`src/rtl/jt12_pkg.sv`:
```
// Shared constants and slot-decoding helpers for the FM operator pipeline.
//
// Contents:
//   SlotNum / ChNum            - sequencer length and channel count
//   BaseS1/BaseS3/BaseS2/BaseS4 - first slot of each operator group
//   TapPrev1/TapPrev2/TapPrevPrev1 - history distances (in slots)
//   HistDepth                  - operator history depth
//   DwDefault / MwDefault      - default result / modulation widths
//   op_kind_e, slot_kind(), slot_ch(), slot_next()
package jt12_pkg;

    localparam int unsigned SlotNum      = 24;
    localparam int unsigned ChNum        = 6;

    localparam int unsigned BaseS1       = 0;
    localparam int unsigned BaseS3       = 6;
    localparam int unsigned BaseS2       = 12;
    localparam int unsigned BaseS4       = 18;

    localparam int unsigned TapPrev1     = 6;
    localparam int unsigned TapPrev2     = 12;
    localparam int unsigned TapPrevPrev1 = 18;
    localparam int unsigned HistDepth    = 18;

    localparam int unsigned DwDefault    = 14;
    localparam int unsigned MwDefault    = 10;

    // Encoding follows slot order: groups of six slots are S1, S3, S2, S4.
    typedef enum logic [1:0] {OpS1, OpS3, OpS2, OpS4} op_kind_e;

    function automatic op_kind_e slot_kind(input logic [4:0] slot);
        if (slot < 5'(BaseS3)) begin
            return OpS1;
        end else if (slot < 5'(BaseS2)) begin
            return OpS3;
        end else if (slot < 5'(BaseS4)) begin
            return OpS2;
        end
        return OpS4;
    endfunction

    function automatic logic [2:0] slot_ch(input logic [4:0] slot);
        logic [4:0] base;
        unique case (slot_kind(slot))
            OpS1: base = 5'(BaseS1);
            OpS3: base = 5'(BaseS3);
            OpS2: base = 5'(BaseS2);
            OpS4: base = 5'(BaseS4);
        endcase
        return 3'(slot - base);
    endfunction

    function automatic logic [4:0] slot_next(input logic [4:0] slot);
        return (slot == 5'(SlotNum - 1)) ? 5'd0 : slot + 5'd1;
    endfunction

endpackage

```
`src/rtl/jt12_sh_hist.sv`:
```
// Clock-enabled shift register holding the most recent operator results.
//
// Stage 1 is the newest entry; each cen moves every entry one stage older.
// Ports:
//   clk_i, rst_i (sync, active-high), cen_i - clocking
//   din_i                                    - value shifted into stage 1
//   tap_a_o/tap_b_o/tap_c_o                  - stages TapA/TapB/TapC
//   last_o                                   - oldest stage (Depth)
module jt12_sh_hist #(
    parameter int unsigned Width = 14,
    parameter int unsigned Depth = 18,
    parameter int unsigned TapA  = 5,
    parameter int unsigned TapB  = 11,
    parameter int unsigned TapC  = 17
) (
    input  logic             clk_i,
    input  logic             rst_i,
    input  logic             cen_i,
    input  logic [Width-1:0] din_i,
    output logic [Width-1:0] tap_a_o,
    output logic [Width-1:0] tap_b_o,
    output logic [Width-1:0] tap_c_o,
    output logic [Width-1:0] last_o
);

    logic [Width-1:0] stage_q [1:Depth];
    logic [Width-1:0] stage_d [1:Depth];

    always_comb begin
        stage_d = stage_q;
        if (cen_i) begin
            stage_d[1] = din_i;
            for (int unsigned i = 2; i <= Depth; i++) begin
                stage_d[i] = stage_q[i-1];
            end
        end
    end

    always_ff @(posedge clk_i) begin
        if (rst_i) begin
            for (int unsigned i = 1; i <= Depth; i++) begin
                stage_q[i] <= '0;
            end
        end else begin
            stage_q <= stage_d;
        end
    end

    assign tap_a_o = stage_q[TapA];
    assign tap_b_o = stage_q[TapB];
    assign tap_c_o = stage_q[TapC];
    assign last_o  = stage_q[Depth];

endmodule

```
`src/rtl/jt12_mod_buf.sv`:
```
// Operator-history buffer and modulation adder.
//
// Tracks the 24-slot sequence, stores completed operator results, decodes the
// operator kind/channel of the next slot and registers the phase-modulation
// word for that slot.
// Ports:
//   clk, rst (sync, active-high), cen (clock enable)
//   sync          - with cen, marks op_result as slot 0
//   op_result     - result of the slot completing this cen
//   fb            - feedback level for the next slot's channel
//   use_*         - modulation source selects for the next slot
//   s1..s4_enters - one-hot operator kind of the next slot (combinational)
//   next_ch       - channel of the next slot (combinational)
//   mod_out       - registered modulation word
//   mod_slot      - slot that mod_out belongs to
// Build option: JT12_MOD_SAT_EN makes non-S1 mod_out saturate instead of wrap.
module jt12_mod_buf
    import jt12_pkg::*;
#(
    parameter int DW = DwDefault,
    parameter int MW = MwDefault
) (
    input  logic          clk,
    input  logic          rst,
    input  logic          cen,
    input  logic          sync,
    input  logic [DW-1:0] op_result,
    input  logic [2:0]    fb,
    input  logic          use_prevprev1,
    input  logic          use_prev2,
    input  logic          use_prev1,
    input  logic          use_internal_x,
    input  logic          use_internal_y,
    output logic          s1_enters,
    output logic          s2_enters,
    output logic          s3_enters,
    output logic          s4_enters,
    output logic [2:0]    next_ch,
    output logic [MW-1:0] mod_out,
    output logic [4:0]    mod_slot
);

    localparam int SW = DW + 2;

    logic [4:0]    slot_cnt_q, slot_cnt_d;
    logic [DW-1:0] fb0_q [ChNum];
    logic [DW-1:0] fb0_d [ChNum];
    logic [DW-1:0] fb1_q [ChNum];
    logic [DW-1:0] fb1_d [ChNum];
    logic [DW-1:0] iy_q  [ChNum];
    logic [DW-1:0] iy_d  [ChNum];
    logic [MW-1:0] mod_out_q, mod_out_d;
    logic [4:0]    mod_slot_q, mod_slot_d;

    logic [4:0] cur, nxt;
    op_kind_e   cur_kind, nxt_kind;
    logic [2:0] cur_ch;

    assign cur      = (cen && sync) ? 5'd0 : slot_cnt_q;
    assign nxt      = slot_next(cur);
    assign cur_kind = slot_kind(cur);
    assign nxt_kind = slot_kind(nxt);
    assign cur_ch   = slot_ch(cur);
    assign next_ch  = slot_ch(nxt);

    always_comb begin
        s1_enters = 1'b0;
        s2_enters = 1'b0;
        s3_enters = 1'b0;
        s4_enters = 1'b0;
        unique case (nxt_kind)
            OpS1: s1_enters = 1'b1;
            OpS3: s3_enters = 1'b1;
            OpS2: s2_enters = 1'b1;
            OpS4: s4_enters = 1'b1;
        endcase
    end

    // mod_out is built for the slot after the one completing, so a distance of
    // k slots from nxt lands on history stage k-1 (read before the shift).
    logic [DW-1:0] tap_prev1, tap_prev2, tap_prevprev1, hist_oldest;

    jt12_sh_hist #(
        .Width(DW),
        .Depth(HistDepth),
        .TapA (TapPrev1 - 1),
        .TapB (TapPrev2 - 1),
        .TapC (TapPrevPrev1 - 1)
    ) u_hist (
        .clk_i  (clk),
        .rst_i  (rst),
        .cen_i  (cen),
        .din_i  (op_result),
        .tap_a_o(tap_prev1),
        .tap_b_o(tap_prev2),
        .tap_c_o(tap_prevprev1),
        .last_o (hist_oldest)
    );

    // S1 operators modulate themselves from their own previous two outputs.
    logic [DW-1:0] src_prev1, src_prevprev1;
    always_comb begin
        if (nxt_kind == OpS1) begin
            src_prev1     = fb0_q[next_ch];
            src_prevprev1 = fb1_q[next_ch];
        end else begin
            src_prev1     = tap_prev1;
            src_prevprev1 = tap_prevprev1;
        end
    end

    function automatic logic [SW-1:0] sext(input logic [DW-1:0] v);
        return {{2{v[DW-1]}}, v};
    endfunction

    logic [SW-1:0]        sum;
    logic signed [SW-1:0] sum_s, fb_shifted, half;
    logic [3:0]           fb_sh;
    logic [MW-1:0]        mod_other;
    logic                 unused_bits;

    assign sum = (use_prevprev1  ? sext(src_prevprev1)   : '0)
               + (use_prev2      ? sext(tap_prev2)       : '0)
               + (use_prev1      ? sext(src_prev1)       : '0)
               + (use_internal_x ? sext(fb0_q[next_ch])  : '0)
               + (use_internal_y ? sext(iy_q[next_ch])   : '0);

    assign sum_s      = signed'(sum);
    assign fb_sh      = 4'd10 - {1'b0, fb};
    assign fb_shifted = sum_s >>> fb_sh;
    assign half       = sum_s >>> 1;

`ifdef JT12_MOD_SAT_EN
    logic half_fits;
    // In range when every bit from MW-1 upward equals the sign bit.
    assign half_fits = (half[SW-1:MW-1] == {(SW-MW+1){half[SW-1]}});
    assign mod_other = half_fits ? half[MW-1:0] : {half[SW-1], {(MW-1){~half[SW-1]}}};
    assign unused_bits = ^{fb_shifted[SW-1:MW], hist_oldest};
`else
    assign mod_other = half[MW-1:0];
    assign unused_bits = ^{fb_shifted[SW-1:MW], half[SW-1:MW], hist_oldest};
`endif

    always_comb begin
        slot_cnt_d = slot_cnt_q;
        fb0_d      = fb0_q;
        fb1_d      = fb1_q;
        iy_d       = iy_q;
        mod_out_d  = mod_out_q;
        mod_slot_d = mod_slot_q;
        if (cen) begin
            slot_cnt_d = nxt;
            mod_slot_d = nxt;
            if (nxt_kind == OpS1) begin
                mod_out_d = (fb == 3'd0) ? '0 : fb_shifted[MW-1:0];
            end else begin
                mod_out_d = mod_other;
            end
            if (cur_kind == OpS1) begin
                fb1_d[cur_ch] = fb0_q[cur_ch];
                fb0_d[cur_ch] = op_result;
            end
            if (cur_kind == OpS2) begin
                iy_d[cur_ch] = op_result;
            end
        end
    end

    always_ff @(posedge clk) begin
        if (rst) begin
            slot_cnt_q <= '0;
            mod_out_q  <= '0;
            mod_slot_q <= '0;
            for (int i = 0; i < ChNum; i++) begin
                fb0_q[i] <= '0;
                fb1_q[i] <= '0;
                iy_q[i]  <= '0;
            end
        end else begin
            slot_cnt_q <= slot_cnt_d;
            mod_out_q  <= mod_out_d;
            mod_slot_q <= mod_slot_d;
            fb0_q      <= fb0_d;
            fb1_q      <= fb1_d;
            iy_q       <= iy_d;
        end
    end

    assign mod_out  = mod_out_q;
    assign mod_slot = mod_slot_q;

endmodule

```
`config.mk`:
```
export PLATFORM = sky130hd
export DESIGN_NAME = jt12_mod_buf
export DESIGN_NICKNAME = d
export VERILOG_FILES = /design/src/rtl/jt12_pkg.sv /design/src/rtl/jt12_sh_hist.sv /design/src/rtl/jt12_mod_buf.sv
export SDC_FILE = /design/constraint.sdc
export NUM_CORES = 1
export LEC_CHECK = 0
export CAP_MARGIN = 20
export CELL_PAD_IN_SITES_DETAIL_PLACEMENT = 1
export CELL_PAD_IN_SITES_GLOBAL_PLACEMENT = 2
export CORE_MARGIN = 2
export CORE_UTILIZATION = 39
export DETAILED_ROUTE_END_ITERATION = 6
export GPL_TIMING_DRIVEN = 0
export MAX_ROUTING_LAYER = met4
export PLACE_DENSITY = 0.8
export SETUP_SLACK_MARGIN = 0.5
export SKIP_LAST_GASP = 1
export SLEW_MARGIN = 20
export SYNTH_ARGS = -nofsm -noshare
export SYNTH_HDL_FRONTEND = slang
export SYNTH_SLANG_ARGS = --single-unit
```
`constraint.sdc`:
```
create_clock -name clk -period 9.7 [get_ports clk]
set_input_delay 0.97 -clock clk [delete_from_list [all_inputs] [get_ports clk]]
set_output_delay 0.97 -clock clk [all_outputs]
set_load 0.01 [all_outputs]
```
=== Yosys cells after proc, flatten, opt, wreduce, memory -nomap -nowiden ===
Cells that the tools add are included.

* Bitwise logic cells: 2
* Multiplexer cells: 48
* Shift operators: 1
* $lt $le $gt $ge: 9
* Add/sub/neg operators: 8
* Equality and inequality tests: 7
* Multipliers: 0
* Divide/modulo/power cells: 0
* Reductions and logical operators: 7

{| class="wikitable"
|+ Operators by type and width
! kind !! number
|-
| bitwise mux 84 bit || 3
|-
| binary-select mux 14 bit (select 3 bit) || 4
|-
| two-way mux 14 bit || 11
|-
| two-way mux 16 bit || 5
|-
| adder 16 bit || 4
|-
| demux 14 bit (select 3 bit) || 1
|-
| case mux 3 bit (4 select lines) || 2
|-
| two-way mux 10 bit || 2
|-
| two-way mux 2 bit || 8
|-
| >>> shifter 16 x 4 -> 10 bit || 1
|-
| less-than comparator 5 x 3 -> 1 bit (second input constant) || 2
|-
| less-than comparator 5 x 4 -> 1 bit (second input constant) || 2
|-
| less-than comparator 5 bit (second input constant) || 2
|-
| two-way mux 1 bit || 10
|-
| two-way mux 5 bit || 2
|-
| == test 2 bit (second input constant) || 4
|-
| >= comparator 4 bit (second input constant) || 2
|-
| NOT 3 -> 4 bit || 2
|-
| subtractor 3 bit || 2
|-
| adder 5 x 1 -> 5 bit (second input constant) || 1
|-
| == test 5 bit (second input constant) || 1
|-
| == test 2 x 1 -> 1 bit (second input constant) || 2
|-
| logical NOT 2 bit || 2
|-
| less-than comparator 4 x 1 -> 1 bit (second input constant) || 1
|-
| 4 further kinds || 6
|}

* Memory bits (writable): 0
* Latch bits: 0
* Memories kept: 0
* Output and inout port bits: 22
* Memory bits (read-only): 0
* Register bits: 505

=== Longest topological paths before layout ===
* Word-level depth: 25
* Depth in mapped cells: 31

=== By module ===
Synthesis repeated with hierarchy kept, for this count alone.

* Cells, all modules: 2786
* Area total of the unflattened synthesis: 24765.0 um2

{| class="wikitable"
|+ By module, submodules not included
! module !! cells each !! area an instance (um2) !! times used
|-
| jt12_mod_buf || 1918 || 15426.0 || 1
|-
| jt12_sh_hist || 868 || 9339.0 || 1
|}

=== Worst setup path after synthesis ===
No wires, ideal clock.

* Kind: input to register
* From: in cen
* To: reg mod_out_q[9], in the netlist mod_out[9]
* Path slack: 1.714 ns
* Arrival time: 7.837 ns
* Setup time: 0.148 ns
* Path buffers: 7
* Cell stages on the path: 28
* Required time: 9.552 ns
* Path through: buf_2 clkbuf_1 clkbuf_1 clkbuf_1 a21oi_1 ha_1 xor2_1 xor2_2 clkbuf_1 clkbuf_1 nand2_1 o311ai_0 o211a_1 fa_1 fa_1 inv_1 fa_1 inv_1 ha_1 clkbuf_1 a2111o_1 o21a_1 or2_1 xor2_1 mux2_2 mux4_2 o21ai_1 a311oi_1

* Word-level cells in the longest chain between the ends: 25
* Elaborated cells between the ends (all ways): 43
* Classes of those cells: 6 x add/sub; 3 x order compare; 4 x eq/ne; 1 x shift; 26 x mux; 1 x bitwise; 2 x reduce/logical

{| class="wikitable"
|+ Ends and longest elaborated chain
! element !! line !! text
|-
| start: declaration || jt12_mod_buf.sv:25 || <nowiki>input logic cen,</nowiki>
|-
| logical AND 1 bit || jt12_mod_buf.sv:59 || <nowiki>assign cur = (cen && sync) ? 5'd0 : slot_cnt_q;</nowiki>
|-
| two-way mux 5 bit || jt12_mod_buf.sv:59 ||
|-
| adder 5 x 1 -> 5 bit or == test 5 bit (tied branches) || jt12_pkg.sv:54 || <nowiki>return (slot == 5'(SlotNum - 1)) ? 5'd0 : slot + 5'd1;</nowiki>
|-
| two-way mux 5 bit || jt12_pkg.sv:54 ||
|-
| less-than comparator 5 bit || jt12_pkg.sv:36 || <nowiki>end else if (slot < 5'(BaseS4)) begin</nowiki>
|-
| two-way mux 1 bit || jt12_pkg.sv:36 ||
|-
| two-way mux 1 bit || jt12_pkg.sv:34 || <nowiki>end else if (slot < 5'(BaseS2)) begin</nowiki>
|-
| two-way mux 1 bit || jt12_pkg.sv:32 || <nowiki>if (slot < 5'(BaseS3)) begin</nowiki>
|-
| [9 not listed] || n/a ||
|-
| two-way mux 16 bit || jt12_mod_buf.sv:122 || <nowiki>assign sum = (use_prevprev1 ? sext(src_prevprev1) : '0)</nowiki>
|-
| adder 16 bit || jt12_mod_buf.sv:123 || <nowiki>+ (use_prev2 ? sext(tap_prev2) : '0)</nowiki>
|-
| adder 16 bit || jt12_mod_buf.sv:124 || <nowiki>+ (use_prev1 ? sext(src_prev1) : '0)</nowiki>
|-
| adder 16 bit || jt12_mod_buf.sv:125 || <nowiki>+ (use_internal_x ? sext(fb0_q[next_ch]) : '0)</nowiki>
|-
| adder 16 bit || jt12_mod_buf.sv:126 || <nowiki>+ (use_internal_y ? sext(iy_q[next_ch]) : '0);</nowiki>
|-
| >>> shifter 16 x 4 -> 10 bit || jt12_mod_buf.sv:130 || <nowiki>assign fb_shifted = sum_s >>> fb_sh;</nowiki>
|-
| two-way mux 10 bit || jt12_mod_buf.sv:155 || <nowiki>mod_out_d = (fb == 3'd0) ? '0 : fb_shifted[MW-1:0];</nowiki>
|-
| two-way mux 10 bit || jt12_mod_buf.sv:154 || <nowiki>if (nxt_kind == OpS1) begin</nowiki>
|-
| end signal: assignment || jt12_mod_buf.sv:181 || <nowiki>mod_out_q <= mod_out_d;</nowiki>
|-
| end: declaration || jt12_mod_buf.sv:52 || <nowiki>logic [MW-1:0] mod_out_q, mod_out_d;</nowiki>
|}

Parallel ways exist; a longest one is shown, timed or not. The select of a mux whose other input is x is not followed.
A chain may end at the register's enable or synchronous reset.

=== Worst setup path after layout ===
* From: in cen
* To: reg mod_out_q[6], in the netlist mod_out[6]

The elaborated chain is that of the path after synthesis.

==> metrics.yaml <==
gp_congestion: 0.936
port_buffers: 45
timing.final.ws_setup_ps: 811
layout-drive-gt1-share_pct: 6.50
status: "complete, no violations"
cts_buffers: 55
dpl_worst_slack_ps: -1590
ys_types: 71
slew_violations: 0
finalCritPeriodShare_pct: 91.6
overflow: 0
wl_per_cell_um: 23.8
p_leak_nw: 10.4
clock_skew_ps: 55.4
areaGrowthSynthToFinish_pct: 14.8
worstSetupStartpointType: "input pin"
drt-pass1-iter-count: 5
worstReg2RegStart: "mod_slot[2]"
syn_inst: 2719
ys_ff_latch: 505
ctsHoldBuffers: 0
rows: 90
clk_latency_ps: 640
final_common_cell: "dfxtp_1"
vdd_drop_max_mv: 0.140
fillers: 7052
synth.avg_cell_area_sq_um: 8.68
ys_dominant_reg_cell: "dfxtp_1"
drc: 0
multi_input_comb_area_sq_um: 12500
stdcell_area_sq_um: 27100
grt_max_degree: 17
ys_seq_area_share_pct: 42.8
cp_top_family: "compound AO/OA/AOI/OAI gates"
cts.sinks: 505
fp.dieW_um: 250
critPathLaunch: "cen"
grt.total_usage_pct: 28.3
ios: 48
place_hpwl_um: 66800
regArea_sq_um: 10100
synthArstFlopShare_pct: 0
crit_top_cell: "clkbuf_2"
syn_area_sq_um: 23600
synth-edff-count: 0
first_iter_violations: 1236
ant_nets: 0
grt_pass1_vias: 21100
viasPerCell: 5.58
vias: 20400
cts.path.max_buffers: 3
worstPathMaxFanout: 10
rsz0062_at_grt: "yes"
cts_setup_buffers: 0
antenna_found_initial: 3
placed_cell_area_sq_um: 25100
worst_slew_pin_slew_ps: 1160
cts_root_buffer: "clkbuf_16"
path_buf_inv: 9
cp.required_ps: 10200
clkTransAtPathRegs_ps: 60
syn_nets: 2811
power_density_nw_per_um2: 178
setup_tns_ps: 0
cp-end-kind: "flip-flop"
initial_utilization_pct: 39.3
grt_pass1_wl_um: 131000
fp.coreArea_sq_um: 60100
post-route-min-period_ps: 8890
finalSetupViolCount: 0
hold_violations: 0
criticalPathCategory: "in -> reg"
min_from: "iy_q[75]"
nNetsFinal: 2923
max_clock_freq_mhz: 113
die_h_um: 250
crit_slowest_cell: "o311ai_0"
hold_path.class: "reg -> reg"
mostFrequentLayoutCells: "dfxtp_1, nand2_1, nor2_1, mux2i_1, a21oi_1"
max_cap_violations: 0
wirelength_um: 87200
die_area_sq_um: 62500
r2r_setup_slack_ps: 1000
relSlewSlack_pct: 21.7
cpPeakStageDelay_ps: 880
cts_max_level: 2
ys_warn_count: 0
cp.arrival_ps: 9390
cts_tree: "yes"
-- logic make-up after synthesis --
| logic type | count (synthesis) | share of synthesized area [%] |
|---|---|---|
| AND/OR/NAND/NOR | 1005 | 17.3 |
| AO/OA/AOI/OAI | 507 | 14.1 |
| flip-flops | 505 | 42.8 |
| multiplexers | 320 | 15.2 |
| buffers and inverters | 291 | 4.70 |
| adder cells (fa/ha/maj) | 66 | 4.87 |
| XOR/XNOR | 25 | 0.991 |
-- layer usage --
metal / wire (um) / track usage [%] / up-vias
met5: 0 / - / -
met4: 2090 / 7.13 / 0
met3: 4390 / 3.80 / 107
met2: 42200 / 47.6 / 480
met1: 38500 / 35.9 / 10300
li1: - / - / 9546
-- cell usage after synthesis (all sizes together) (3+ instances only) --
library cell	instances	area, sq um
or3	5	31.3
or2	3	18.8
a21o	5	37.5
a32oi	7	61.3
o211ai	28	210
o311ai	15	131
nor4	5	31.3
nor3	34	170
a311oi	12	105
nor2b	22	138
xnor2	14	130
inv	57	214
nand3	26	130
nand2	498	1870
nand4	4	25.0
and3	19	119
xor2	11	104
clkbuf	193	724
a31oi	4	25.0
ha	23	288
a221oi	15	131
buf	38	159
mux2i	282	2820
o211a	16	160
o21a	5	37.5
and2	13	81.3
fa	43	861
a22oi	32	240
nand2b	7	43.8
clkinv	3	11.3
nor2	361	1360
a21oi	215	1080
mux2	8	90.1
a211oi	93	698
mux4	30	676
dfxtp	505	10100
o21ai	36	184
-- worst register-to-register path: cells and delay by family (launching register included) --
kind / cells / cell delay (ps)
compound gates: 11 / 2960
simple gates: 3 / 550
flops: 1 / 590
fa+ha+maj: 6 / 2260
mux: 1 / 410
buf+inv: 6 / 1600
xor+xnor: 1 / 180
-- area by class of cell --
cell class	instances	share of cell area (%)
multi-input combinational	1923	46.0
sequential	505	37.3
clock buffer	80	5.98
tap	782	3.61
buffer	231	3.33
timing repair buffer	55	1.87
clock inverter	21	1.01
inverter	60	0.831
antenna	3	0.0277
-- through the flow --
stage	hold WS [ps]	utilization, %	power (mW)	std cells
floorplan	436	-	2.47	2719
global placement	441	41.6	2.65	3546
detailed placement	447	41.8	2.67	3551
CTS	456	44.9	4.86	3652
global route	476	45.1	4.99	3659
finish	456	45.1	4.83	3660
-- where the power goes --
| group | leakage (nW) | switching, mW | total (mW) | internal, mW |
|---|---|---|---|---|
| clock network | 0.945 | 0.906 | 2.20 | 1.29 |
| registers | 4.08 | 0.0185 | 2.12 | 2.10 |
| logic | 5.33 | 0.343 | 0.509 | 0.167 |
-- sequential cells by signal (all words and copies together), names as in the netlist --
signal and flops:
u_hist.tap_a_o 14, u_hist.stage_q 196, iy_q 84, u_hist.tap_c_o 14, mod_out 10, fb1_q 84, u_hist.tap_b_o 14, fb0_q 84
mod_slot 5
-- final timing paths --
kind                      to  cells after the start
hold reg to reg     iy_q[75]                      2
setup / recovery  mod_out[6]                     27
hold / removal      iy_q[75]                      2
setup reg to reg  mod_out[6]                     28
-- repair_timing --
| action | 4_1_cts | 5_1_grt |
|---|---|---|
| pin swaps | 0 | 1 |
| setup endpoints to repair | 10 | 10 |
| gates resized for setup | 13 | 18 |
Power figures use the tool's default switching activity.
